### config.mk
export PLATFORM = sky130hd
export DESIGN_NAME = norm_pipe
export DESIGN_NICKNAME = d
export VERILOG_FILES = /design/src/rtl/norm_pkg.sv /design/src/rtl/norm_lzc.sv /design/src/rtl/norm_pipe.sv
export SDC_FILE = /design/constraint.sdc
export NUM_CORES = 1
export LEC_CHECK = 0
export ABC_AREA = 1
export CAP_MARGIN = 40
export CORE_UTILIZATION = 25
export CTS_CLUSTER_DIAMETER = 200
export DETAILED_ROUTE_END_ITERATION = 8
export GPL_ROUTABILITY_DRIVEN = 0
export GPL_TIMING_DRIVEN = 0
export SYNTH_ARGS = -nofsm -noshare
export SYNTH_HDL_FRONTEND = slang
export SYNTH_SLANG_ARGS = --single-unit
### constraint.sdc
create_clock -name clk -period 4.2 [get_ports clk]
set_input_delay 0.63 -clock clk [delete_from_list [all_inputs] [get_ports clk]]
set_output_delay 0.63 -clock clk [all_outputs]
set_load 0.03 [all_outputs]
### src/rtl/norm_pkg.sv
// Shared constants and the value-class encoding for the normaliser pipeline.
package norm_pkg;

    // Rounding modes
    localparam logic RM_RNE = 1'b0;
    localparam logic RM_RTZ = 1'b1;

    // Bit positions inside the 4-bit flags output {of, uf, nx, zero}
    localparam int FLG_OF   = 3;
    localparam int FLG_UF   = 2;
    localparam int FLG_NX   = 1;
    localparam int FLG_ZERO = 0;

    // Classification of the raw adder result, decided in stage 1
    typedef enum logic [1:0] {
        CLS_CARRY  = 2'd0,  // carry bit set: shift right by one
        CLS_NORM   = 2'd1,  // hidden bit set: already normalised
        CLS_LSHIFT = 2'd2,  // leading one below hidden: shift left
        CLS_ZERO   = 2'd3   // whole working value is zero
    } norm_class_e;

endpackage

### src/rtl/norm_lzc.sv
// Combinational leading-zero counter. count == W when the input is all zero.
module norm_lzc #(
    parameter int W  = 28,
    parameter int CW = $clog2(W + 1)
) (
    input  logic [W-1:0]  value,
    output logic [CW-1:0] count,
    output logic          all_zero
);

    // Scan LSB to MSB so the highest set bit writes the count last
    always_comb begin
        count = CW'(W);
        for (int i = 0; i < W; i++) begin
            if (value[i]) count = CW'(W - 1 - i);
        end
    end

    assign all_zero = ~|value;

endmodule

### src/rtl/norm_pipe.sv
// Three-stage normalise/round pipeline: classify, shift + underflow, round + overflow.
//
// Handshake: a beat transfers on the input when in_valid & in_ready, and on the
// output when out_valid & out_ready. All three stages advance together on
// en = ~out_valid | out_ready; when en is low every stage holds, so the output
// is stable while stalled and bubbles are kept. in_ready is simply en.
module norm_pipe
    import norm_pkg::*;
#(
    parameter int EXP_W  = 8,
    parameter int FRAC_W = 23
) (
    input  logic              clk,
    input  logic              rst,
    input  logic              in_valid,
    output logic              in_ready,
    input  logic              rm,
    input  logic [EXP_W-1:0]  exp_in,
    input  logic [FRAC_W+1:0] frac_in,
    input  logic [2:0]        grs_in,
    output logic              out_valid,
    input  logic              out_ready,
    output logic [EXP_W-1:0]  exp_out,
    output logic [FRAC_W-1:0] frac_out,
    output logic [3:0]        flags
);

    localparam int MW = FRAC_W + 5;          // {carry, hidden, frac, g, r, s}
    localparam int NW = FRAC_W + 4;          // {hidden, frac, g, r, s} after normalising
    localparam int CW = $clog2(FRAC_W + 6);  // leading-zero count width
    localparam int SW = EXP_W + 2;           // signed exponent working width
    localparam logic signed [SW-1:0] EXP_MAX = SW'((1 << EXP_W) - 1);

    logic en;
    assign en       = ~out_valid | out_ready;
    assign in_ready = en;

    // ---------------- stage 1: classify ----------------
    logic [MW-1:0] m;
    logic [CW-1:0] lzc_cnt;
    logic          lzc_zero;
    norm_class_e   cls_c;
    logic [CW-1:0] lz_c;

    assign m = {frac_in, grs_in};

    norm_lzc #(.W(MW), .CW(CW)) u_lzc (
        .value    (m),
        .count    (lzc_cnt),
        .all_zero (lzc_zero)
    );

    // Pick the class; lz is measured from the hidden position (one below MSB)
    always_comb begin
        cls_c = CLS_NORM;
        lz_c  = lzc_cnt - CW'(1);
        if (lzc_zero)          cls_c = CLS_ZERO;
        else if (m[MW-1])      cls_c = CLS_CARRY;
        else if (m[MW-2])      cls_c = CLS_NORM;
        else                   cls_c = CLS_LSHIFT;
    end

    logic             s1_valid;
    norm_class_e      s1_cls;
    logic [CW-1:0]    s1_lz;
    logic [EXP_W-1:0] s1_exp;
    logic [MW-1:0]    s1_m;
    logic             s1_rm;

    // ---------------- stage 2: shift, exponent adjust, underflow ----------------
    logic [MW-1:0]        sh_m;
    logic signed [SW-1:0] exp_adj;
    logic signed [SW-1:0] exp_ext;
    logic signed [SW-1:0] lz_ext;
    logic                 flush_c;

    // Apply the shift chosen in stage 1; a right shift folds R|S into sticky
    always_comb begin
        exp_ext = {2'b00, s1_exp};
        lz_ext  = {{(SW-CW){1'b0}}, s1_lz};
        sh_m    = s1_m;
        exp_adj = exp_ext;
        flush_c = 1'b0;
        case (s1_cls)
            CLS_CARRY: begin
                sh_m    = {1'b0, s1_m[MW-1:3], s1_m[2], s1_m[1] | s1_m[0]};
                exp_adj = exp_ext + SW'(1);
            end
            CLS_LSHIFT: begin
                sh_m    = s1_m << s1_lz;
                exp_adj = exp_ext - lz_ext;
                flush_c = (lz_ext >= exp_ext);
            end
            default: ;
        endcase
    end

    logic                 s2_valid;
    logic [NW-1:0]        s2_m;
    logic signed [SW-1:0] s2_exp;
    logic                 s2_flush;
    logic                 s2_zero;
    logic                 s2_rm;

    // ---------------- stage 3: round, overflow, flags ----------------
    logic                 g_b, r_b, s_b, inc;
    logic                 frac_cy;
    logic [FRAC_W-1:0]    frac_r;
    logic signed [SW-1:0] exp_r;
    logic [EXP_W-1:0]     exp_n;
    logic [FRAC_W-1:0]    frac_n;
    logic [3:0]           flags_n;

    // Round the normalised mantissa, then resolve zero/flush/overflow outcomes
    always_comb begin
        g_b = s2_m[2];
        r_b = s2_m[1];
        s_b = s2_m[0];
        inc = (s2_rm == RM_RNE) & g_b & (r_b | s_b | s2_m[3]);
        {frac_cy, frac_r} = {1'b0, s2_m[NW-2:3]} + {{FRAC_W{1'b0}}, inc};
        // Mantissa carry-out only happens when the hidden bit is also set
        exp_r   = s2_exp + {{(SW-1){1'b0}}, frac_cy & s2_m[NW-1]};
        exp_n   = exp_r[EXP_W-1:0];
        frac_n  = frac_r;
        flags_n = 4'b0000;
        flags_n[FLG_NX] = g_b | r_b | s_b;
        if (s2_zero) begin
            exp_n   = '0;
            frac_n  = '0;
            flags_n = 4'b0000;
            flags_n[FLG_ZERO] = 1'b1;
        end else if (s2_flush) begin
            exp_n   = '0;
            frac_n  = '0;
            flags_n = 4'b0000;
            flags_n[FLG_UF] = 1'b1;
        end else if (exp_r >= EXP_MAX) begin
            exp_n   = '1;
            frac_n  = '0;
            flags_n = 4'b0000;
            flags_n[FLG_OF] = 1'b1;
            flags_n[FLG_NX] = 1'b1;
        end
    end

    // All three register banks advance together on the shared enable
    always_ff @(posedge clk) begin
        if (rst) begin
            s1_valid  <= 1'b0;
            s1_cls    <= CLS_ZERO;
            s1_lz     <= '0;
            s1_exp    <= '0;
            s1_m      <= '0;
            s1_rm     <= RM_RNE;
            s2_valid  <= 1'b0;
            s2_m      <= '0;
            s2_exp    <= '0;
            s2_flush  <= 1'b0;
            s2_zero   <= 1'b0;
            s2_rm     <= RM_RNE;
            out_valid <= 1'b0;
            exp_out   <= '0;
            frac_out  <= '0;
            flags     <= '0;
        end else if (en) begin
            s1_valid  <= in_valid;
            s1_cls    <= cls_c;
            s1_lz     <= lz_c;
            s1_exp    <= exp_in;
            s1_m      <= m;
            s1_rm     <= rm;
            s2_valid  <= s1_valid;
            s2_m      <= sh_m[NW-1:0];
            s2_exp    <= exp_adj;
            s2_flush  <= flush_c;
            s2_zero   <= (s1_cls == CLS_ZERO);
            s2_rm     <= s1_rm;
            out_valid <= s2_valid;
            exp_out   <= exp_n;
            frac_out  <= frac_n;
            flags     <= flags_n;
        end
    end

endmodule

======== Word level (Yosys, flattened, before mapping) ========
Cells that the tools add are included.
word-level totals
  bits in registers ....................... 122
  latch bits .............................. 0
  bits in writable memories ............... 0
  memory bits (read-only) ................. 0
  memories ................................ 0
operators by class
  add/subtract/negate cells ............... 5
  multiply operators ...................... 0
  div/mod/pow operators ................... 0
  $lt $le $gt $ge ......................... 2
  equality and inequality tests ........... 2
  shifts and indexed selects .............. 1
  mux-type cells .......................... 43
  bitwise operators ....................... 11
  reductions and logical operators ........ 2
operators by type and width
  kind                   count
  $mux W5                16
  $mux W23               3
  $pmux W27 S2           1
  $mux W4                11
  $reduce_or A28 Y1      1
  $shl A28 B5 Y27        1
  $add A23 B1 Y24        1
  $mux W8                3
  $pmux W10 S2           1
  $mux W3                4
  $add A10 B1 Y10        1
  $ge A10 B9 Y1 const B  1
  $add A8 B1 Y9 const B  1
  $sub A8 B5 Y9          1
  $ge A5 B8 Y1           1
  $mux W2                3
  $or A1 B1 Y1           6
  $sub A5 B1 Y5 const B  1
  $eq A2 B2 Y1 const B   2
  $and A1 B1 Y1          3
  $logic_not A2 Y1       1
  $not A1 Y1             2
  $mux W1                1

======== Logic depth before layout (Yosys ltp) ========
  depth in word-level cells ............... 29
  depth in mapped cells ................... 35
  depth with buffers taken out ............ 35

======== By module ========
A second synthesis with hierarchy kept.
second synthesis, totals
  cells, all modules ...................... 1186
  area total of the unflattened synthesis .. 7736.2 sq um
modules (own cells, without submodules)
  module     times used  cells each  area each (sq um)  seq. area each (sq um)
  norm_pipe  1           1095        7334.5             2442.3
  norm_lzc   1           91          401.6              0.0

======== Worst setup path before layout ========
No wires, ideal clock.
  kind .................................... register to register
  from .................................... reg s2_m[2]
  to ...................................... reg frac_out[16]
  data arrival time ....................... 3.480 ns
  data required time ...................... 4.068 ns
  setup slack ............................. 0.588 ns
  stages on the path, launching flop included .. 31
  clock period less this slack ............ 3.612 ns
  cell sequence ........................... dfxtp_1 -> inv_2 -> nor2_2 -> nand2_2 -> nor3_4 -> nand4_2 -> nor2_2 -> nand4_1 -> nor2_1 -> nand4_1 -> nor2_1 -> nand4_1 -> nor2_2 -> nand4_1 -> nor2_1 -> ha_1 -> ha_1 -> nand3_1 -> nor2_1 -> nand2_1 -> xor2_1 -> inv_1 -> nand4_1 -> o41ai_1 -> nand2_1 -> inv_1 -> nor2_2 -> inv_1 -> a21oi_1 -> o21ai_0 -> a21oi_1
on the way
  longest elaborated chain between the ends .. 9
RTL lines
  element                         line              source
  from (decl)                     norm_pipe.sv:99   logic [NW-1:0] s2_m;
  from (signal assigned)          norm_pipe.sv:173  s2_m <= sh_m[NW-1:0];
  $and A1 B1 Y1 (*) (2 in a row)  norm_pipe.sv:119  inc = (s2_rm == RM_RNE) & g_b & (r_b | s_b | s2_m[3]);
  $add A23 B1 Y24 (*)             norm_pipe.sv:120  {frac_cy, frac_r} = {1'b0, s2_m[NW-2:3]} + {{FRAC_W{1'b0}}, inc};
  $and A1 B1 Y1                   norm_pipe.sv:122  exp_r = s2_exp + {{(SW-1){1'b0}}, frac_cy & s2_m[NW-1]};
  $add A10 B1 Y10                 norm_pipe.sv:122
  $ge A10 B9 Y1                   norm_pipe.sv:137  end else if (exp_r >= EXP_MAX) begin
  $mux W23 (*)                    norm_pipe.sv:137
  $mux W23 (*)                    norm_pipe.sv:132  end else if (s2_flush) begin
  $mux W23 (*)                    norm_pipe.sv:127  if (s2_zero) begin
  to (signal assigned)            norm_pipe.sv:180  frac_out <= frac_n;
  to (decl)                       norm_pipe.sv:24   output logic [FRAC_W-1:0] frac_out,
Every way passes the cells marked *; elsewhere a longest branch is shown, timed or not.
A chain may end at the register's enable or synchronous reset.

======== Final worst setup path ========
  from .................................... reg s2_m[2]
  to ...................................... reg frac_out[8]
Same word-level chain as after synthesis.

==> impl_results.md <==
- Die area: 29,500 um^2
- Max-Cap Viols: 0
- Synth cell types: 43
- Reg area: 2440 um^2
- Worst VDD drop: 313 uV
- LEAKAGE: 0.00377 uW
- CP Data Arrival Time: 4.53 ns
- Via count: 8,119
- GRT overflow: 0
- Post-synth EDFFs: 0
- Critical path fanouts, max: 10
- Initial antenna violation count: 0
- Area of the multi-input gates: 4090 um^2
- Max-slew violation count: 0
- Hpwl dp: 19,600 um
- Detailed Route WL: 26,500 um
- CP required: 4.49 ns
- DP Cell Count: 1,530
- Worst slew pin tran: 0.876 ns
- PwrDens: 370 nW/um^2
- Gr usage total: 18.2%
- Tcrit/Tclk final: 101%
- Max Used Layer: met4
- N_diodes: 0
- Initial DRC Count: 776
- Met3 Wirelength: 2120 um
- Worst setup EP type: flop
- Vias in the first global route: 7,423
- Synth async-reset ratio: 0%
- RSZ-0062 raised after global routing: true
- H-tree depth: 4
- Initial core utilization: 25.7%
- WL met2: 11,400 um
- Hold slack: 0.463 ns
- Core box area: 28,100 um^2
- Headroom to the max-slew limit: 41.6%
- Ports: 78
- Die height: 172 um
- Syn Area/Cell: 6.70 um^2
- Synthesized flop and latch total: 122
- Primary FF master, synth: dfxtp_1
- CTS tree: built
- Critical path type: flop to flop
- Largest net degree at the start of global routing: 17
- Synth Warn #: 0
- Skew final: 0.00691 ns
- Die width: 172 um
- ANT nets after route: 0
- First-pass GRT wire length: 41,100 um
- Setup ws final: -0.0429 ns
- Max Fclk: 0.236 GHz
- Drt drc: 0
- TritonCTS Sinks: 122
- Hold Path Class: flop to flop
- Area growth syn-to-layout: 33.3%
- M1 WL: 12,300 um
- Endpoints failing hold: 0
- Clock tree buffer depth: 2
- Status: complete, but fails checks
- Routed WL per cell: 16.4 um
- Mapped cell area: 7210 um^2
- Num rows: 61
- Syn nets: 1,128
- Layout net count: 1,281
- Filler Cells Inserted: 3,073
- Startpoint types: flop
- CTS root buf: clkbuf_16
- Clock Latency Late Sink: 0.43 ns
- Vias per cell: 5.02
- Failing checks: negative setup slack
- Seq/Total Area, Yosys: 33.9%
- Post-route minimum period: 4.24 ns
- CTS buffer count: 17
- Post-Layout Cell Count: 1,617
- Final setup fails: 14
- Clock transition at path regs: 0.05 ns
- Gate Count Post-Synth: 1,076
- Initial DRT Pass Iterations: 5
- Port bufs: 76
- Share of cells above drive strength 1: 12.0%
[logic make-up after synthesis]
kind of cell,Yosys count,synth area share (%)
AND/OR/NAND/NOR,366,22.3
AO/OA/AOI/OAI,342,27.7
buffers and inverters,213,11.2
flip-flops,122,33.9
multiplexers,13,1.81
adder cells (fa/ha/maj),11,2.01
XOR/XNOR,9,1.09
[cells in the final DEF, fill, tap and decap left out, types with 4 or more instances in the layout]
| cell type | Yosys | final |
|---|---|---|
| nand3_1 | 42 | 37 |
| nor2_2 | 6 | 8 |
| nor2_1 | 73 | 68 |
| mux2i_1 | 13 | 13 |
| a21oi_1 | 101 | 95 |
| a31oi_1 | 21 | 20 |
| nand2_1 | 197 | 194 |
| o211ai_1 | 21 | 21 |
| a21oi_2 | 0 | 6 |
| buf_1 | 8 | 8 |
| clkbuf_16 | 0 | 17 |
| inv_1 | 139 | 137 |
| xor2_1 | 9 | 8 |
| dfxtp_1 | 122 | 121 |
| or2_2 | 7 | 7 |
| ha_1 | 10 | 8 |
| clkbuf_1 | 53 | 55 |
| nand4_1 | 13 | 13 |
| a221oi_1 | 38 | 38 |
| inv_2 | 8 | 8 |
| clkdlybuf4s50_1 | 0 | 76 |
| nand3_2 | 0 | 4 |
| o21ai_0 | 143 | 139 |
| buf_4 | 0 | 58 |
| nor3_1 | 9 | 9 |
| nor2_4 | 2 | 5 |
| nor4_1 | 9 | 9 |
[layer usage]
layer	GRT usage, %	vias to the layer above
met3	3.98	49
met5	0	-
met1	25.3	3740
li1	-	3974
met2	27.6	356
met4	6.19	0
[path summary, 6_finish.rpt]
path	startpoint	end	slack [ns]	cells past startpoint
min	flags[3]$_SDFFE_PP0P_	flags[3]$_SDFFE_PP0P_	0.46	2
max	s2_m[2]$_SDFFE_PP0P_	frac_out[8]$_SDFFE_PP0P_	-0.04	27
max reg2reg	s2_m[2]$_SDFFE_PP0P_	frac_out[8]$_SDFFE_PP0P_	-0.04	27
min reg2reg	flags[3]$_SDFFE_PP0P_	flags[3]$_SDFFE_PP0P_	0.46	2
[flip-flops by register name, summed over array words and instances (netlist names), 2 cells and up]
name,cells
s1_m,28
s2_m,27
frac_out,23
s2_exp,10
exp_out,8
s1_exp,8
s1_lz,5
flags,4
s1_cls,2
[worst max-delay path, stage by stage (launching register included)]
cell and delay, ns:
dfxtp_2 0.33, inv_4 0.04, nor2_4 0.11, nand2_4 0.07, nor3_4 0.14, nand4_2 0.13
nor2_2 0.14, nand4_1 0.14, nor2_1 0.15, nand4_1 0.13, nor2_2 0.14, nand4_1 0.15
nor2_2 0.15, nand4_1 0.17, nor2_2 0.17, ha_2 0.24, buf_4 0.12, nand4_1 0.17
nor2_2 0.21, nand2_1 0.12, xor2_2 0.17, o41ai_2 0.29, nand2_1 0.10, inv_2 0.09
nor2_4 0.07, buf_4 0.18, o21ai_0 0.08, a21oi_1 0.09
[power breakdown]
part           total (uW)  internal [uW]  switching [uW]
clock                1480            950             533
combinational         753            264             488
sequential           1320           1240            78.6
total                3560           2460            1100
[repair_timing]
item / 4_1_cts / 5_1_grt
hold buffers: 0 / 0
setup endpoints to repair: 29 / 33
resized for setup: 16 / 26
buffers inserted: 46 / 14
pin swaps: 8 / 19
[cell usage after synthesis, types with 2 or more instances]
master / number / area share, %
o311ai_0: 3 / 0.36
ha_1: 10 / 1.7
o221ai_1: 3 / 0.36
o21bai_1: 3 / 0.31
a31oi_1: 21 / 1.8
nor2_1: 73 / 3.8
mux2i_1: 13 / 1.8
dfxtp_1: 122 / 34
nand4_1: 13 / 1.1
buf_1: 8 / 0.42
a221oi_1: 38 / 4.6
nor2_4: 2 / 0.31
nor4_1: 9 / 0.78
or2_2: 7 / 0.61
nand3_1: 42 / 2.9
nor3_4: 2 / 0.45
buf_2: 4 / 0.28
o211ai_1: 21 / 2.2
inv_2: 8 / 0.42
nor2_2: 6 / 0.52
a21oi_1: 101 / 7.0
clkbuf_1: 53 / 2.8
inv_1: 139 / 7.2
nor3_2: 2 / 0.28
o21ai_0: 143 / 9.9
nor3_1: 9 / 0.63
xor2_1: 9 / 1.1
nand2_1: 197 / 10
[stage by stage]
stage	worst slack, ns	utilization, %	setup TNS, ns	total power, uW	instance area (um^2)
2_1_floorplan	0.588	-	0	1780	7210
3_3_place_gp	-0.301	30.0	-3.41	2030	8440
3_5_place_dp	-0.348	30.0	-5.24	2040	8440
4_1_cts	0.0103	33.5	0	3520	9420
5_1_grt	-0.357	34.2	-9.28	3700	9600
6_report	-0.0429	34.2	-0.371	3560	9600
[area by class of cell]
cell class	count	area share, %
flip-flops and latches	122	25.4
inverters	148	5.84
clock inverters	8	1.26
well taps	378	4.92
repair buffers	134	12.5
plain buffers	65	2.62
clock buffers	21	4.79
multi-input cells	741	42.6
Power figures use the tool's default switching activity.
